[src/rtl/multicycle_control_if.sv]
// Bus between the multicycle control FSM and the decode/exec/mem/PC datapath.
// MCCTRL_ILLEGAL_TRAP_EN adds the Illegal status output.
interface multicycle_control_if #(parameter int ALU_FUNC_W = 4);
    logic [31:0]           Instr;
    logic                  ALU_zero;
    logic                  IR_LdEn;
    logic                  PC_LdEn;
    logic                  PC_sel;
    logic                  RF_B_sel;
    logic                  RF_WrEn;
    logic                  RF_WrData_sel;
    logic                  ALU_Bin_sel;
    logic [ALU_FUNC_W-1:0] ALU_func;
    logic                  Mem_WrEn;
    logic                  ByteOp;
`ifdef MCCTRL_ILLEGAL_TRAP_EN
    logic                  Illegal;

    modport master (input Instr, ALU_zero,
                    output IR_LdEn, PC_LdEn, PC_sel, RF_B_sel, RF_WrEn, RF_WrData_sel,
                           ALU_Bin_sel, ALU_func, Mem_WrEn, ByteOp, Illegal);
    modport slave  (output Instr, ALU_zero,
                    input  IR_LdEn, PC_LdEn, PC_sel, RF_B_sel, RF_WrEn, RF_WrData_sel,
                           ALU_Bin_sel, ALU_func, Mem_WrEn, ByteOp, Illegal);
`else
    modport master (input Instr, ALU_zero,
                    output IR_LdEn, PC_LdEn, PC_sel, RF_B_sel, RF_WrEn, RF_WrData_sel,
                           ALU_Bin_sel, ALU_func, Mem_WrEn, ByteOp);
    modport slave  (output Instr, ALU_zero,
                    input  IR_LdEn, PC_LdEn, PC_sel, RF_B_sel, RF_WrEn, RF_WrData_sel,
                           ALU_Bin_sel, ALU_func, Mem_WrEn, ByteOp);
`endif
endinterface

[src/rtl/multicycle_control.sv]
// Multicycle control FSM: fetch/decode/exec/mem/writeback sequencing for the datapath.
// Optional MCCTRL_ILLEGAL_TRAP_EN: unknown opcodes trap into HALT instead of acting as nop.
module multicycle_control #(
    parameter int MEM_LATENCY = 1,
    parameter int ALU_FUNC_W  = 4
) (
    input  logic Clk,
    input  logic Reset,
    multicycle_control_if.master bus
);

`ifdef MCCTRL_ILLEGAL_TRAP_EN
    typedef enum logic [3:0] {
        S_IFETCH, S_DECODE, S_EXEC, S_ALU_WB, S_MEM_RD, S_MEM_WR, S_MEM_WB, S_BRANCH, S_HALT
    } state_t;
`else
    typedef enum logic [3:0] {
        S_IFETCH, S_DECODE, S_EXEC, S_ALU_WB, S_MEM_RD, S_MEM_WR, S_MEM_WB, S_BRANCH
    } state_t;
`endif

    typedef struct packed {
        logic                  ir_ld;
        logic                  pc_ld;
        logic                  pc_sel;
        logic                  rf_b_sel;
        logic                  rf_wr;
        logic                  rf_wd_sel;
        logic                  alu_bin_sel;
        logic [ALU_FUNC_W-1:0] alu_func;
        logic                  mem_wr;
        logic                  byte_op;
    } ctrl_t;

    localparam logic [3:0] CNT_LAST = 4'(MEM_LATENCY - 1);

    state_t     state_q, state_d;
    logic [3:0] cnt_q, cnt_d;
    ctrl_t      o;

    logic [5:0] op;
    logic is_r, is_li, is_lui, is_addi, is_andi, is_ori;
    logic is_lb, is_lw, is_sb, is_sw, is_b, is_beq, is_bne;
    logic is_load, is_store, is_byte, is_branch, is_exec;
    logic unused_instr;

    assign op           = bus.Instr[31:26];
    assign unused_instr = ^bus.Instr[25:4];

    assign is_r      = (op == 6'b100000);
    assign is_li     = (op == 6'b111000);
    assign is_lui    = (op == 6'b111001);
    assign is_addi   = (op == 6'b110000);
    assign is_andi   = (op == 6'b110010);
    assign is_ori    = (op == 6'b110011);
    assign is_lb     = (op == 6'b000011);
    assign is_lw     = (op == 6'b001111);
    assign is_sb     = (op == 6'b000111);
    assign is_sw     = (op == 6'b011111);
    assign is_b      = (op == 6'b111111);
    assign is_beq    = (op == 6'b000000);
    assign is_bne    = (op == 6'b000001);
    assign is_load   = is_lb | is_lw;
    assign is_store  = is_sb | is_sw;
    assign is_byte   = is_lb | is_sb;
    assign is_branch = is_b | is_beq | is_bne;
    assign is_exec   = is_r | is_li | is_lui | is_addi | is_andi | is_ori | is_load | is_store;

    always_ff @(posedge Clk) begin
        if (Reset) begin
            state_q <= S_IFETCH;
            cnt_q   <= 4'd0;
        end else begin
            state_q <= state_d;
            cnt_q   <= cnt_d;
        end
    end

    always_comb begin
        state_d = state_q;
        cnt_d   = 4'd0;
        o       = '0;
        case (state_q)
            S_IFETCH: begin
                o.ir_ld = 1'b1;
                state_d = S_DECODE;
            end
            S_DECODE: begin
                o.rf_b_sel = is_store | is_beq | is_bne;
                if (is_branch)    state_d = S_BRANCH;
                else if (is_exec) state_d = S_EXEC;
                else begin
`ifdef MCCTRL_ILLEGAL_TRAP_EN
                    state_d = S_HALT;
`else
                    o.pc_ld = 1'b1;
                    state_d = S_IFETCH;
`endif
                end
            end
            S_EXEC: begin
                o.alu_bin_sel = ~is_r;
                o.byte_op     = is_byte;
                if (is_r)         o.alu_func = ALU_FUNC_W'(bus.Instr[3:0]);
                else if (is_andi) o.alu_func = ALU_FUNC_W'(4'b0010);
                else if (is_ori)  o.alu_func = ALU_FUNC_W'(4'b0011);
                if (is_load)       state_d = S_MEM_RD;
                else if (is_store) state_d = S_MEM_WR;
                else               state_d = S_ALU_WB;
            end
            S_ALU_WB: begin
                o.rf_wr = 1'b1;
                o.pc_ld = 1'b1;
                state_d = S_IFETCH;
            end
            S_MEM_RD: begin
                o.byte_op = is_byte;
                if (cnt_q == CNT_LAST) state_d = S_MEM_WB;
                else                   cnt_d   = cnt_q + 4'd1;
            end
            S_MEM_WR: begin
                o.mem_wr  = 1'b1;
                o.byte_op = is_byte;
                // Write strobe spans the whole latency; PC advances with the final beat.
                if (cnt_q == CNT_LAST) begin
                    o.pc_ld = 1'b1;
                    state_d = S_IFETCH;
                end else begin
                    cnt_d = cnt_q + 4'd1;
                end
            end
            S_MEM_WB: begin
                o.rf_wr     = 1'b1;
                o.rf_wd_sel = 1'b1;
                o.pc_ld     = 1'b1;
                o.byte_op   = is_byte;
                state_d     = S_IFETCH;
            end
            S_BRANCH: begin
                o.alu_func = ALU_FUNC_W'(4'b0001);
                o.rf_b_sel = 1'b1;
                o.pc_ld    = 1'b1;
                o.pc_sel   = is_b | (is_beq & bus.ALU_zero) | (is_bne & ~bus.ALU_zero);
                state_d    = S_IFETCH;
            end
`ifdef MCCTRL_ILLEGAL_TRAP_EN
            S_HALT: state_d = S_HALT;
`endif
            default: state_d = S_IFETCH;
        endcase
        // Outputs are quiet while reset is held, so an aborted instruction writes nothing.
        if (Reset) o = '0;
    end

    assign bus.IR_LdEn       = o.ir_ld;
    assign bus.PC_LdEn       = o.pc_ld;
    assign bus.PC_sel        = o.pc_sel;
    assign bus.RF_B_sel      = o.rf_b_sel;
    assign bus.RF_WrEn       = o.rf_wr;
    assign bus.RF_WrData_sel = o.rf_wd_sel;
    assign bus.ALU_Bin_sel   = o.alu_bin_sel;
    assign bus.ALU_func      = o.alu_func;
    assign bus.Mem_WrEn      = o.mem_wr;
    assign bus.ByteOp        = o.byte_op;
`ifdef MCCTRL_ILLEGAL_TRAP_EN
    assign bus.Illegal       = (state_q == S_HALT) & ~Reset;
`endif

endmodule
[src/flat_wrapper.sv]
// flat-port wrapper written by rule: the top's interface ports become plain ports
module multicycle_control_flat 
#(
    parameter int MEM_LATENCY = 1,
    parameter int ALU_FUNC_W  = 4
)
  (Clk, Reset, bus_Instr, bus_ALU_zero, bus_IR_LdEn, bus_PC_LdEn, bus_PC_sel, bus_RF_B_sel, bus_RF_WrEn, bus_RF_WrData_sel, bus_ALU_Bin_sel, bus_ALU_func, bus_Mem_WrEn, bus_ByteOp);
  multicycle_control_if #(.ALU_FUNC_W(ALU_FUNC_W)) bus_i ();
  input  logic Clk;
  input  logic Reset;
  input wire logic [$bits(bus_i.Instr)-1:0] bus_Instr;
  input wire logic [$bits(bus_i.ALU_zero)-1:0] bus_ALU_zero;
  output wire logic [$bits(bus_i.IR_LdEn)-1:0] bus_IR_LdEn;
  output wire logic [$bits(bus_i.PC_LdEn)-1:0] bus_PC_LdEn;
  output wire logic [$bits(bus_i.PC_sel)-1:0] bus_PC_sel;
  output wire logic [$bits(bus_i.RF_B_sel)-1:0] bus_RF_B_sel;
  output wire logic [$bits(bus_i.RF_WrEn)-1:0] bus_RF_WrEn;
  output wire logic [$bits(bus_i.RF_WrData_sel)-1:0] bus_RF_WrData_sel;
  output wire logic [$bits(bus_i.ALU_Bin_sel)-1:0] bus_ALU_Bin_sel;
  output wire logic [$bits(bus_i.ALU_func)-1:0] bus_ALU_func;
  output wire logic [$bits(bus_i.Mem_WrEn)-1:0] bus_Mem_WrEn;
  output wire logic [$bits(bus_i.ByteOp)-1:0] bus_ByteOp;
  assign bus_i.Instr = bus_Instr;
  assign bus_i.ALU_zero = bus_ALU_zero;
  assign bus_IR_LdEn = bus_i.IR_LdEn;
  assign bus_PC_LdEn = bus_i.PC_LdEn;
  assign bus_PC_sel = bus_i.PC_sel;
  assign bus_RF_B_sel = bus_i.RF_B_sel;
  assign bus_RF_WrEn = bus_i.RF_WrEn;
  assign bus_RF_WrData_sel = bus_i.RF_WrData_sel;
  assign bus_ALU_Bin_sel = bus_i.ALU_Bin_sel;
  assign bus_ALU_func = bus_i.ALU_func;
  assign bus_Mem_WrEn = bus_i.Mem_WrEn;
  assign bus_ByteOp = bus_i.ByteOp;
  multicycle_control #(.MEM_LATENCY(MEM_LATENCY), .ALU_FUNC_W(ALU_FUNC_W)) u_core (.Clk(Clk), .Reset(Reset), .bus(bus_i));
endmodule
[config.mk]
export PLATFORM = sky130hd
export DESIGN_NAME = multicycle_control_flat
export DESIGN_NICKNAME = d
export VERILOG_FILES = /design/src/rtl/multicycle_control_if.sv /design/src/rtl/multicycle_control.sv /design/src/flat_wrapper.sv
export SDC_FILE = /design/constraint.sdc
export NUM_CORES = 1
export LEC_CHECK = 0
export BUFFER_PORTS_ARGS = -buffer_cell sky130_fd_sc_hd__clkbuf_2
export CAP_MARGIN = 20
export CORE_MARGIN = 2
export CORE_UTILIZATION = 38
export DETAILED_ROUTE_END_ITERATION = 16
export GPL_TIMING_DRIVEN = 0
export PLACE_DENSITY = 0.75
export SETUP_SLACK_MARGIN = 0.02
export SYNTH_ARGS = -nofsm -noshare
export SYNTH_HDL_FRONTEND = slang
export SYNTH_SLANG_ARGS = --single-unit
[constraint.sdc]
create_clock -name Clk -period 1.27 [get_ports Clk]
set_clock_uncertainty 0.05 [all_clocks]
set_input_delay 0.0635 -clock Clk [delete_from_list [all_inputs] [get_ports Clk]]
set_output_delay 0.0635 -clock Clk [all_outputs]
set_load 0.1 [all_outputs]
=== After elaboration in Yosys (flattened, before gate mapping) ===
Cells that the tools add are included.

* Output and inout port bits: 13
* Input bits: 35
* Bits in registers: 8
* Logic and storage cells: 78

* Reduce and logical (&&, ||, !) cells: 9
* Mux-type cells: 24
* Add/subtract/negate cells: 1
* Equal/unequal tests: 21
* Bitwise gates (word level): 21

{| class="wikitable"
|+ Operator list
! kind !! number
|-
| == test 6 bit, second input constant || 7
|-
| case mux 4 bit (5 select lines) || 1
|-
| == test 4 x 3 -> 1 bit, second input constant || 4
|-
| 2-to-1 mux 4 bit || 4
|-
| OR 1 bit || 16
|-
| 2-to-1 mux 13 bit || 1
|-
| 2-to-1 mux 1 bit || 10
|-
| 2-to-1 mux 3 bit || 3
|-
| == test 4 x 2 -> 1 bit, second input constant || 2
|-
| logical NOT 4 bit || 2
|-
| case mux 4 bit (2 select lines) || 1
|-
| == test 6 x 1 -> 1 bit, second input constant || 1
|-
| == test 6 x 2 -> 1 bit, second input constant || 1
|-
| == test 6 x 3 -> 1 bit, second input constant || 1
|-
| == test 6 x 4 -> 1 bit, second input constant || 1
|-
| == test 6 x 5 -> 1 bit, second input constant || 1
|-
| logical NOT 6 bit || 1
|-
| OR reduction 3 bit || 2
|-
| adder 4 x 1 -> 4 bit, second input constant || 1
|-
| == test 4 x 1 -> 1 bit, second input constant || 1
|-
| 2-to-1 mux 2 bit || 2
|-
| inequality test 2 x 1 -> 1 bit, second input constant || 2
|-
| OR reduction 2 bit || 2
|-
| OR reduction 4 bit || 1
|-
| other kinds (5) || 8
|}

=== Depth between registers and ports, before layout ===
Gate-level depths: netlist of run 1.

* Depth in word-level cells: 12
* Mapped depth: 6

=== Least setup slack after synthesis of run 1 ===
OpenSTA, ideal clock, no wires.

* Path kind: reg-to-output
* Start: register u_core.state_q[0]
* End: output bus_IR_LdEn
* Setup slack: -2377 ps
* Data arrival time: 3534 ps
* Data required time: 1156 ps
* Cell stages (with the launch flop): 4
* Path through: dfxtp_1 clkbuf_1 clkbuf_1 nor4_1

* Word-level cells in the longest chain between the ends: 3

{| class="wikitable"
|+ RTL lines
! item !! line !! text
|-
| start, declared || multicycle_control.sv:37 || <nowiki>state_t state_q, state_d;</nowiki>
|-
| start signal, assigned || multicycle_control.sv:74 || <nowiki>state_q <= state_d;</nowiki>
|-
| logical NOT 4 bit || multicycle_control.sv:83 || <nowiki>case (state_q)</nowiki>
|-
| 2-to-1 mux 1 bit || multicycle_control.sv:83 ||
|-
| 2-to-1 mux 13 bit || multicycle_control.sv:152 || <nowiki>if (Reset) o = '0;</nowiki>
|-
| end, declared || flat_wrapper.sv:13 || <nowiki>output wire logic [$bits(bus_i.IR_LdEn)-1:0] bus_IR_LdEn;</nowiki>
|}

No other way between the ends.

=== Final worst setup path of run 1 ===
* Start: input bus_Instr[28]
* End: output bus_ALU_func[0]

* Word-level cells in the longest chain between the ends: 6
* Elaborated cells on any way between the ends: 8
* Those cells by class: 3 x eq/ne; 5 x mux

{| class="wikitable"
|+ RTL lines
! item !! line !! text
|-
| start, declared || flat_wrapper.sv:11 || <nowiki>input wire logic [$bits(bus_i.Instr)-1:0] bus_Instr;</nowiki>
|-
| == test 6 bit || multicycle_control.sv:55 || <nowiki>assign is_ori = (op == 6'b110011);</nowiki>
|-
| 2-to-1 mux 2 bit || multicycle_control.sv:106 || <nowiki>else if (is_ori) o.alu_func = ALU_FUNC_W'(4'b0011);</nowiki>
|-
| 2-to-1 mux 4 bit || multicycle_control.sv:105 || <nowiki>else if (is_andi) o.alu_func = ALU_FUNC_W'(4'b0010);</nowiki>
|-
| 2-to-1 mux 4 bit * || multicycle_control.sv:104 || <nowiki>if (is_r) o.alu_func = ALU_FUNC_W'(bus.Instr[3:0]);</nowiki>
|-
| case mux 4 bit (2 select lines) * || multicycle_control.sv:83 ||
|-
| 2-to-1 mux 13 bit * || multicycle_control.sv:152 ||
|-
| end, declared || flat_wrapper.sv:20 || <nowiki>output wire logic [$bits(bus_i.ALU_func)-1:0] bus_ALU_func;</nowiki>
|}

Mark *: on every way between the ends. The rest lies on a longest branch, timed or not.

==> results by group, run 1 <==
STA
  – Max-slew headroom: 0.7386
  – Post-Route Setup TNS: -5.462 ns
  – Final hold slack: 0.2776 ns
  – Final Max Tran Viols: 0
  – Slew @ Worst Pin: 0.3921 ns
  – Final period util: 1.422
  – Final min period: 1.806 ns
  – PnR worst setup slack: -0.5359 ns
  – Final Hold Vio Count: 0
  – Fmax: 553.8 MHz
  – RSZ-0062 raised after global routing: true
  – Final setup viols: 20

Clocking
  – Total CTS buffers: 3
  – Root Driver: clkbuf_4
  – Clk buf depth: 2
  – Reg clk slew, reported paths: 0.06 ns
  – Clock Latency Late Sink: 0.25 ns
  – Clock Sinks: 7
  – Htree depth: 1
  – CTS tree: built
  – Cts hold-fix bufs: 0

Global route
  – Vias in the first global route: 1,048
  – Largest net degree at the start of global routing: 11
  – Routing usage on met2: 0.4977
  – First-pass GRT wire length: 5.147 mm
  – GRT Resource Usage Total: 0.2709
  – Met3 usage: 0.05215
  – GRT overflow: 0
  – Initial antenna violation count: 0
  – Global-route met1 utilization: 0.3321
  – Grt peak-use layer: met2

Floorplan
  – Die Wd: 49.44 um
  – Die H: 49.44 um
  – Die area: 0.002444 sq mm
  – Starting Density: 0.3999
  – IO Pins: 48
  – Cell row count: 16
  – Core ar.: 0.001962 sq mm

Yosys
  – Async SR Flop Fraction: 0
  – Yosys warning count: 0
  – EDFF count, synth: 0
  – Post-Syn Area per Cell: 7.264 sq um
  – Unique masters post-synth: 42
  – Share of the synthesized area in the top cell type: 0.1786
  – Area leader, netlist: dfxtp_1
  – Post-Syn Nets: 145
  – Area of the mapped netlist: 784.5 sq um
  – #FFs+latches synth: 7
  – Sequential area share after synthesis: 0.1786
  – Top post-synthesis cells by area: dfxtp_1, nor2_1, a21oi_1, nor3_1, buf_4
  – Top_reg_cell synth: dfxtp_1
  – Mapped Cells: 108

Setup path
  – Worst Path Class, Setup: in -> out
  – Nature of the critical path startpoint: primary input
  – Worst Path Required: 1.16 ns
  – Worst path arrival time: 1.69 ns
  – CP Buf/Inv Count: 3
  – Crit-path cells: clkbuf_2, buf_4, nor2_2, nand2_2, or4_1, a21oi_4, clkbuf_16
  – Flop2flop setup slack: -0.23 ns
  – Crit path largest cell delay: 0.56 ns
  – Worst r2r src: u_core.state_q[2]$_SDFFE_PP0P_
  – CP max-delay cell: or4_1
  – Setup crit end kind: primary output
  – Reg-to-Reg End: u_core.state_q[2]$_SDFFE_PP0P_
  – Worst Reg-to-Reg Cells: 5
  – CP Max Fanout: 10
  – Top delay family on crit path: simple AND/OR/NAND/NOR gates

Power and ir drop
  – Combinational share of power: 0.522
  – Sequential share of power: 0.257
  – Pwr/cell area: 521.0 mW/mm^2
  – Leak Pwr: 0.6511 nW
  – Switching power: 0.0003626 W
  – Maximum VDD drop: 975.9 uV
  – Share of total power in the clock network: 0.221
  – Net Sw Frac: 0.3973
  – Int Power: 0.0005501 W

Placement
  – Gp weighted congestion: 0.7869
  – Worst slack, placed: -0.6732 ns
  – Placed Area: 0.001241 sq mm
  – Hpwl dp: 1.546 mm
  – I/O Buffers: 22

Worst hold path
  – Hold Path Sink: u_core.state_q[0]$_SDFFE_PP0P_
  – Worst Min Path Start: bus_Instr[29]
  – Hold path depth: 4
  – Worst Hold Class: in -> reg

Layout
  – Nets: 189
  – Layout cells sized above 1: 0.7152
  – Commonest non-fill, non-tap cell in the layout: buf_4
  – Ant diodes: 0
  – Fillers: 83
  – Most frequent cells in the layout: buf_4, clkbuf_16, clkbuf_2
  – Post-route cell area: 0.001752 sq mm
  – Layout area overhead: 123.3%

Route
  – Initial DRC Count: 27
  – Final wirelength: 3.471 mm
  – Drt wl/cell: 19.50 um
  – Remaining DRCs: 0
  – Total number of vias: 1,055
  – DRT antenna net count: 0
  – First-pass DRT Iterations: 4
  – DR vias/cell: 5.927

Status
  – Failing checks: negative setup slack
  – Status: finished with violations

Job
  – Max Cap Viol: 0
## cell type report
cell class	instances	area, sq um	share of cell area
multi-input cells	86	887.1	0.5064
repair buffers	40	521.8	0.2979
flip-flops and latches	7	151.4	0.08643
plain buffers	10	116.4	0.06643
well taps	27	33.78	0.01929
clock buffers	4	26.28	0.01500
inverters	4	15.01	0.008571
## sequential cells by signal (all words and copies together) (netlist names)
register        flops
u_core.cnt_q        4
u_core.state_q      3
## metal layers
layer  vias to the layer above  routed length, um
met2                        62               1879
li1                        487                  -
met5                         -                  0
met3                         6                236
met1                       500               1298
met4                         0                 57
## Yosys cell counts (all sizes together), types with 2 or more instances
library cell and n:
nor2 11, a21oi 8, nor3 8, dfxtp 7
buf 6, nand2 6, clkbuf 5, a31oi 4
inv 4, nand2b 4, nand3 3, xor2 3
a211oi 2, and2 2, and4 2, ha 2
nand3b 2, nand4 2, nor2b 2, nor3b 2
o2111ai 2, o21ai 2, or2 2, or3 2
## metrics by stage
stage	power, W	util	cells
6_report	0.0009127	0.8929	178
4_1_cts	0.0008585	0.8501	173
3_5_place_dp	0.0005967	0.6327	157
3_3_place_gp	0.0005940	0.6327	157
2_1_floorplan	0.0005411	-	108
5_1_grt	0.0009511	0.8929	178
## timing repair
action / in CTS / in global routing
buffers inserted: 12 / 7
setup endpoints to repair: 19 / 20
hold endpoints to repair: 0 / 0
gates resized for setup: 55 / 20
pin swaps: 12 / 7
## power by group through the flow
stage / clock network (W) / registers (W) / logic, W
after global placement: 0 / 0.000237 / 0.000357
after CTS: 0.000205 / 0.000232 / 0.000421
after detailed placement: 0 / 0.000237 / 0.000360
final: 0.000202 / 0.000235 / 0.000476
after floorplan: 0 / 0.000236 / 0.000305
after global routing: 0.000221 / 0.000235 / 0.000496
## worst min-delay path, cell delays in order
cell,delay (ns)
buf_6,0.12
xor2_1,0.13
o41ai_1,0.08
a31oi_1,0.14
## cells by family after synthesis
kind of cell,Yosys count,share of synthesized area
adders and majority gates,2,0.03189
xor gates and xnor gates,4,0.04467
buffers and inverters,15,0.1021
and+or+nand+nor,55,0.4099
DFF,7,0.1786
AOI/OAI and AO/OA,25,0.2329
## worst max-delay path by stage
stage | startpoint | endpoint | slack (ns) | cells past startpoint
3_3_place_gp | bus_Instr[28] | bus_ALU_func[0] | -0.63 | 7
5_1_grt | bus_Instr[28] | bus_ALU_func[0] | -0.59 | 7
6_report | bus_Instr[28] | bus_ALU_func[0] | -0.54 | 7
4_1_cts | u_core.state_q[0]$_SDFFE_PP0P_ | bus_ALU_func[2] | -0.53 | 5
3_5_place_dp | bus_Instr[28] | bus_ALU_func[0] | -0.67 | 7
2_1_floorplan | u_core.state_q[0]$_SDFFE_PP0P_ | bus_IR_LdEn | -0.52 | 3
Note: power is estimated with default switching activity, not from simulation.
==> inputs of run 2 (changes only) <==
--- a/config.mk
+++ b/config.mk
@@ -5,13 +5,13 @@
 export SDC_FILE = /design/constraint.sdc
 export NUM_CORES = 1
 export LEC_CHECK = 0
-export BUFFER_PORTS_ARGS = -buffer_cell sky130_fd_sc_hd__clkbuf_2
 export CAP_MARGIN = 20
 export CORE_MARGIN = 2
-export CORE_UTILIZATION = 38
+export CORE_UTILIZATION = 55
 export DETAILED_ROUTE_END_ITERATION = 16
+export DONT_BUFFER_PORTS = 1
 export GPL_TIMING_DRIVEN = 0
-export PLACE_DENSITY = 0.75
+export PLACE_DENSITY = 0.73
 export SETUP_SLACK_MARGIN = 0.02
 export SYNTH_ARGS = -nofsm -noshare
 export SYNTH_HDL_FRONTEND = slang
==> run 2 against run 1 <==
Net effect: the run now fails in clock tree synthesis (4_1_cts); synthesized area unchanged; synthesized cell count stayed put.
==> results by group, run 2 <==
Floorplan
  – Die H: 41.77 um (-16%)
  – Die Wd: 41.77 um (-16%)
  – IO Pins: 48 (unchanged)
  – Cell row count: 13 (-3)
  – Starting Density: 0.5954 (+0.1956)

Clocking
  – Post-CTS setup buffers: 20 (+8)
  – Clock Sinks: 7 (unchanged)
  – Cts hold-fix bufs: 0 (unchanged)
  – Root Driver: clkbuf_4
  – Clk buf depth: 2 (unchanged)
  – Total CTS buffers: 3 (unchanged)
  – Htree depth: 1 (unchanged)
  – Post-CTS resize count: 22 (-60%)

Yosys
  – Share of the synthesized area in the top cell type: 0.1786 (unchanged)
  – Area leader, netlist: dfxtp_1
  – Post-Syn Area per Cell: 7.264 sq um (unchanged)
  – Yosys warning count: 0 (unchanged)
  – Mapped Cells: 108 (unchanged)
  – Most common cell in the netlist: nor2_1
  – Area of the mapped netlist: 784.5 sq um (unchanged)
  – Post-Syn Nets: 145 (unchanged)
  – Top post-synthesis cells by area: dfxtp_1, nor2_1, a21oi_1, nor3_1, buf_4
  – #FFs+latches synth: 7 (unchanged)
  – Unique masters post-synth: 42 (unchanged)
  – Sequential area share after synthesis: 0.1786 (unchanged)
  – Top_reg_cell synth: dfxtp_1
  – EDFF count, synth: 0 (unchanged)
  – Async SR Flop Fraction: 0 (unchanged)
  – Commonest cells in the netlist: nor2_1, a21oi_1, dfxtp_1, nor3_1, nand2_1

Status
  – Status: aborted with a tool error
  – Err: [ERROR DPL-0038] Utilization greater than 100%, impossible to legalize
  – Failed at: clock tree synthesis (4_1_cts)

Placement
  – Gp weighted congestion: 0.8886 (+13%)
  – Placed Area: 0.001131 sq mm (-8.9%)
  – Hpwl dp: 1.573 mm (+1.7%)
  – Dpl cells: 124 (-21%)
  – Worst slack, placed: -0.5806 ns (+0.09262 ns)
  – I/O Buffers: 0 (-100%)
## run 2: cell counts after synthesis
Identical to the previous run, type by type.
## run 2: cell families after synthesis
logic type / after synthesis / share of synthesized area
simple gates: 55 / 0.4099
buf+inv: 15 / 0.1021
flops: 7 / 0.1786
compound gates: 25 / 0.2329
fa+ha+maj: 2 / 0.03189
xor+xnor: 4 / 0.04467
## run 2: stage by stage
stage            util  hold slack [ns]
3_5_place_dp   0.8585           0.3168
3_3_place_gp   0.8471           0.3131
2_1_floorplan       -           0.3049
==> inputs of run 3 (changes only) <==
--- a/config.mk
+++ b/config.mk
@@ -6,13 +6,12 @@
 export NUM_CORES = 1
 export LEC_CHECK = 0
 export CAP_MARGIN = 20
-export CORE_MARGIN = 2
-export CORE_UTILIZATION = 55
+export CORE_AREA = 2 2 63 65
 export DETAILED_ROUTE_END_ITERATION = 16
+export DIE_AREA = 0 0 65 67
 export DONT_BUFFER_PORTS = 1
 export GPL_TIMING_DRIVEN = 0
-export PLACE_DENSITY = 0.73
-export SETUP_SLACK_MARGIN = 0.02
+export PLACE_DENSITY_LB_ADDON = 0.15
 export SYNTH_ARGS = -nofsm -noshare
 export SYNTH_HDL_FRONTEND = slang
 export SYNTH_SLANG_ARGS = --single-unit
==> constraint.sdc (replaced) <==
create_clock -name Clk -period 1.65 [get_ports Clk]
set_clock_uncertainty 0.05 [all_clocks]
set_input_delay 0.0825 -clock Clk [delete_from_list [all_inputs] [get_ports Clk]]
set_output_delay 0.0825 -clock Clk [all_outputs]
set_load 0.1 [all_outputs]
==> run 3 against run 2 <==
Net effect: the flow now finishes, with violations (negative setup slack).
==> results by group, run 3 (synthesis results as in run 1) <==
Power and ir drop
  – Pwr/cell area: 531.3 mW/mm^2
  – Maximum VDD drop: 176.3 uV
  – Leak Pwr: 0.5415 nW

Global route
  – Vias in the first global route: 819
  – Largest net degree at the start of global routing: 11
  – GRT Resource Usage Total: 0.1265
  – Initial antenna violation count: 0
  – GRT overflow: 0
  – First-pass GRT wire length: 4.153 mm

Status
  – Failing checks: negative setup slack
  – Status: finished with violations

Placement
  – Gp weighted congestion: 0.7811 (-12%)
  – Dpl cells: 157 (+27%)
  – Hpwl dp: 1.782 mm (+13%)
  – Worst slack, placed: -0.2135 ns (+0.3671 ns)
  – I/O Buffers: 0 (unchanged)

Route
  – Initial DRC Count: 46
  – First-pass DRT Iterations: 4
  – Final wirelength: 2.633 mm
  – Remaining DRCs: 0
  – Total number of vias: 899
  – Drt wl/cell: 14.31 um
  – DRT antenna net count: 0
  – DR vias/cell: 4.886

Layout
  – Commonest non-fill, non-tap cell in the layout: buf_4
  – Most frequent cells in the layout: buf_4, nor2_1, nor3_4, a21oi_1
  – Reg with most FFs: u_core.cnt_q
  – Non-filler cells, final: 184
  – Final Core Density: 0.4070
  – Regs by FF count: u_core.cnt_q (4), u_core.state_q (3)
  – Largest register FFs: 4
  – Layout cells sized above 1: 0.5809
  – Ant diodes: 0
  – Nets: 174
  – Layout area overhead: 87.08%

Floorplan
  – Die area: 0.004355 sq mm
  – Die H: 67 um (+60%)
  – IO Pins: 48 (unchanged)
  – Starting Density: 0.2176 (-0.3779)
  – Die Wd: 65 um (+56%)
  – Cell row count: 22 (+9)
  – Core ar.: 0.003606 sq mm

STA
  – Final period util: 1.224
  – Max-slew headroom: 0.2738
  – RSZ-0062 raised after global routing: true
  – Fmax: 495.0 MHz
  – Final hold slack: 0.2184 ns
  – Final min period: 2.020 ns
  – Slew @ Worst Pin: 1.086 ns
  – Final setup viols: 11
  – Post-Route Setup TNS: -2.856 ns
  – PnR worst setup slack: -0.3700 ns
  – Final Max Tran Viols: 0
  – Final Hold Vio Count: 0

Setup path
  – Worst r2r src: u_core.state_q[1]$_SDFFE_PP0P_
  – Flop2flop setup slack: 0.10 ns
  – Worst Setup SP: u_core.state_q[2]$_SDFFE_PP0P_
  – Reg-to-Reg End: u_core.state_q[2]$_SDFFE_PP0P_
  – Worst Path Required: 1.52 ns
  – Worst Path Class, Setup: reg -> out
  – Setup crit end kind: primary output
  – CP Max Fanout: 4
  – CP endpoint: bus_ALU_func[1]
  – Worst path arrival time: 1.89 ns
  – Nature of the critical path startpoint: register
  – Worst Reg-to-Reg Cells: 5

Clocking
  – CTS tree: built
  – Root Driver: clkbuf_8
  – Clock Latency Late Sink: 0.23 ns
  – Total CTS buffers: 3 (unchanged)
  – Clock Sinks: 7 (unchanged)
  – Htree depth: 1 (unchanged)
  – Reg clk slew, reported paths: 0.04 ns
  – Clk buf depth: 2 (unchanged)

Job
  – Max Cap Viol: 0

Worst hold path
  – Hold path depth: 4
  – Worst Hold Class: in -> reg
run 3: worst max-delay path: stages (launching register included):
cell,delay [ns]
dfxtp_4,0.34
nand2b_4,0.14
or3_4,0.36
nor3_4,0.81
run 3: repair_timing:
action                                 4_1_cts  5_1_grt
pin swaps                                   10       14
buffers inserted                             9       15
endpoints found under the hold margin        0        0
setup endpoints to repair                   12       14
gates resized for setup                     14       23
hold buffers                                 0        0
run 3: stage by stage:
step	power, W	area (sq um)
4_1_cts	0.0007416	1296
2_1_floorplan	0.0004023	1021
3_3_place_gp	0.0004318	1081
3_5_place_dp	0.0004410	1096
6_report	0.0007797	1468
5_1_grt	0.0008214	1468
run 3: layout make-up:
class / instances / area, sq um
Multi-Input combinational cell: 86 / 827.0
Fill cell: 363 / 2138
Sequential cell: 7 / 153.9
Tap cell: 48 / 60.06
Clock buffer: 4 / 45.04
Buffer: 10 / 120.1
Timing Repair Buffer: 25 / 246.5
Inverter: 4 / 15.01
run 3: metal layers:
metal | part of all wire | GRT usage | wire length (um) | vias to the layer above
li1 | - | - | - | 455
met1 | 0.45 | 0.1741 | 1184 | 422
met2 | 0.51 | 0.2049 | 1337 | 18
met3 | 0.030 | 0.01520 | 79 | 4
met4 | 0.012 | 0.03989 | 32 | 0
met5 | 0 | 0 | 0 | -
run 3: worst min path at each step:
stage | slack, ns | start | to
floorplan | 0.33 | bus_Instr[2] | bus_ALU_func[2]
global route | 0.25 | bus_Instr[31] | u_core.state_q[2]$_SDFFE_PP0P_
CTS | 0.23 | bus_Instr[31] | u_core.state_q[2]$_SDFFE_PP0P_
finish | 0.22 | bus_Instr[31] | u_core.state_q[2]$_SDFFE_PP0P_
global placement | 0.33 | bus_Instr[3] | bus_ALU_func[3]
detailed placement | 0.33 | bus_Instr[2] | bus_ALU_func[2]
run 3: where the power goes:
part	total, W	switching [W]	internal, W
Sequential	0.000184	0.00000901	0.000175
Clock	0.000245	0.0000778	0.000167
Combinational	0.000351	0.000187	0.000164
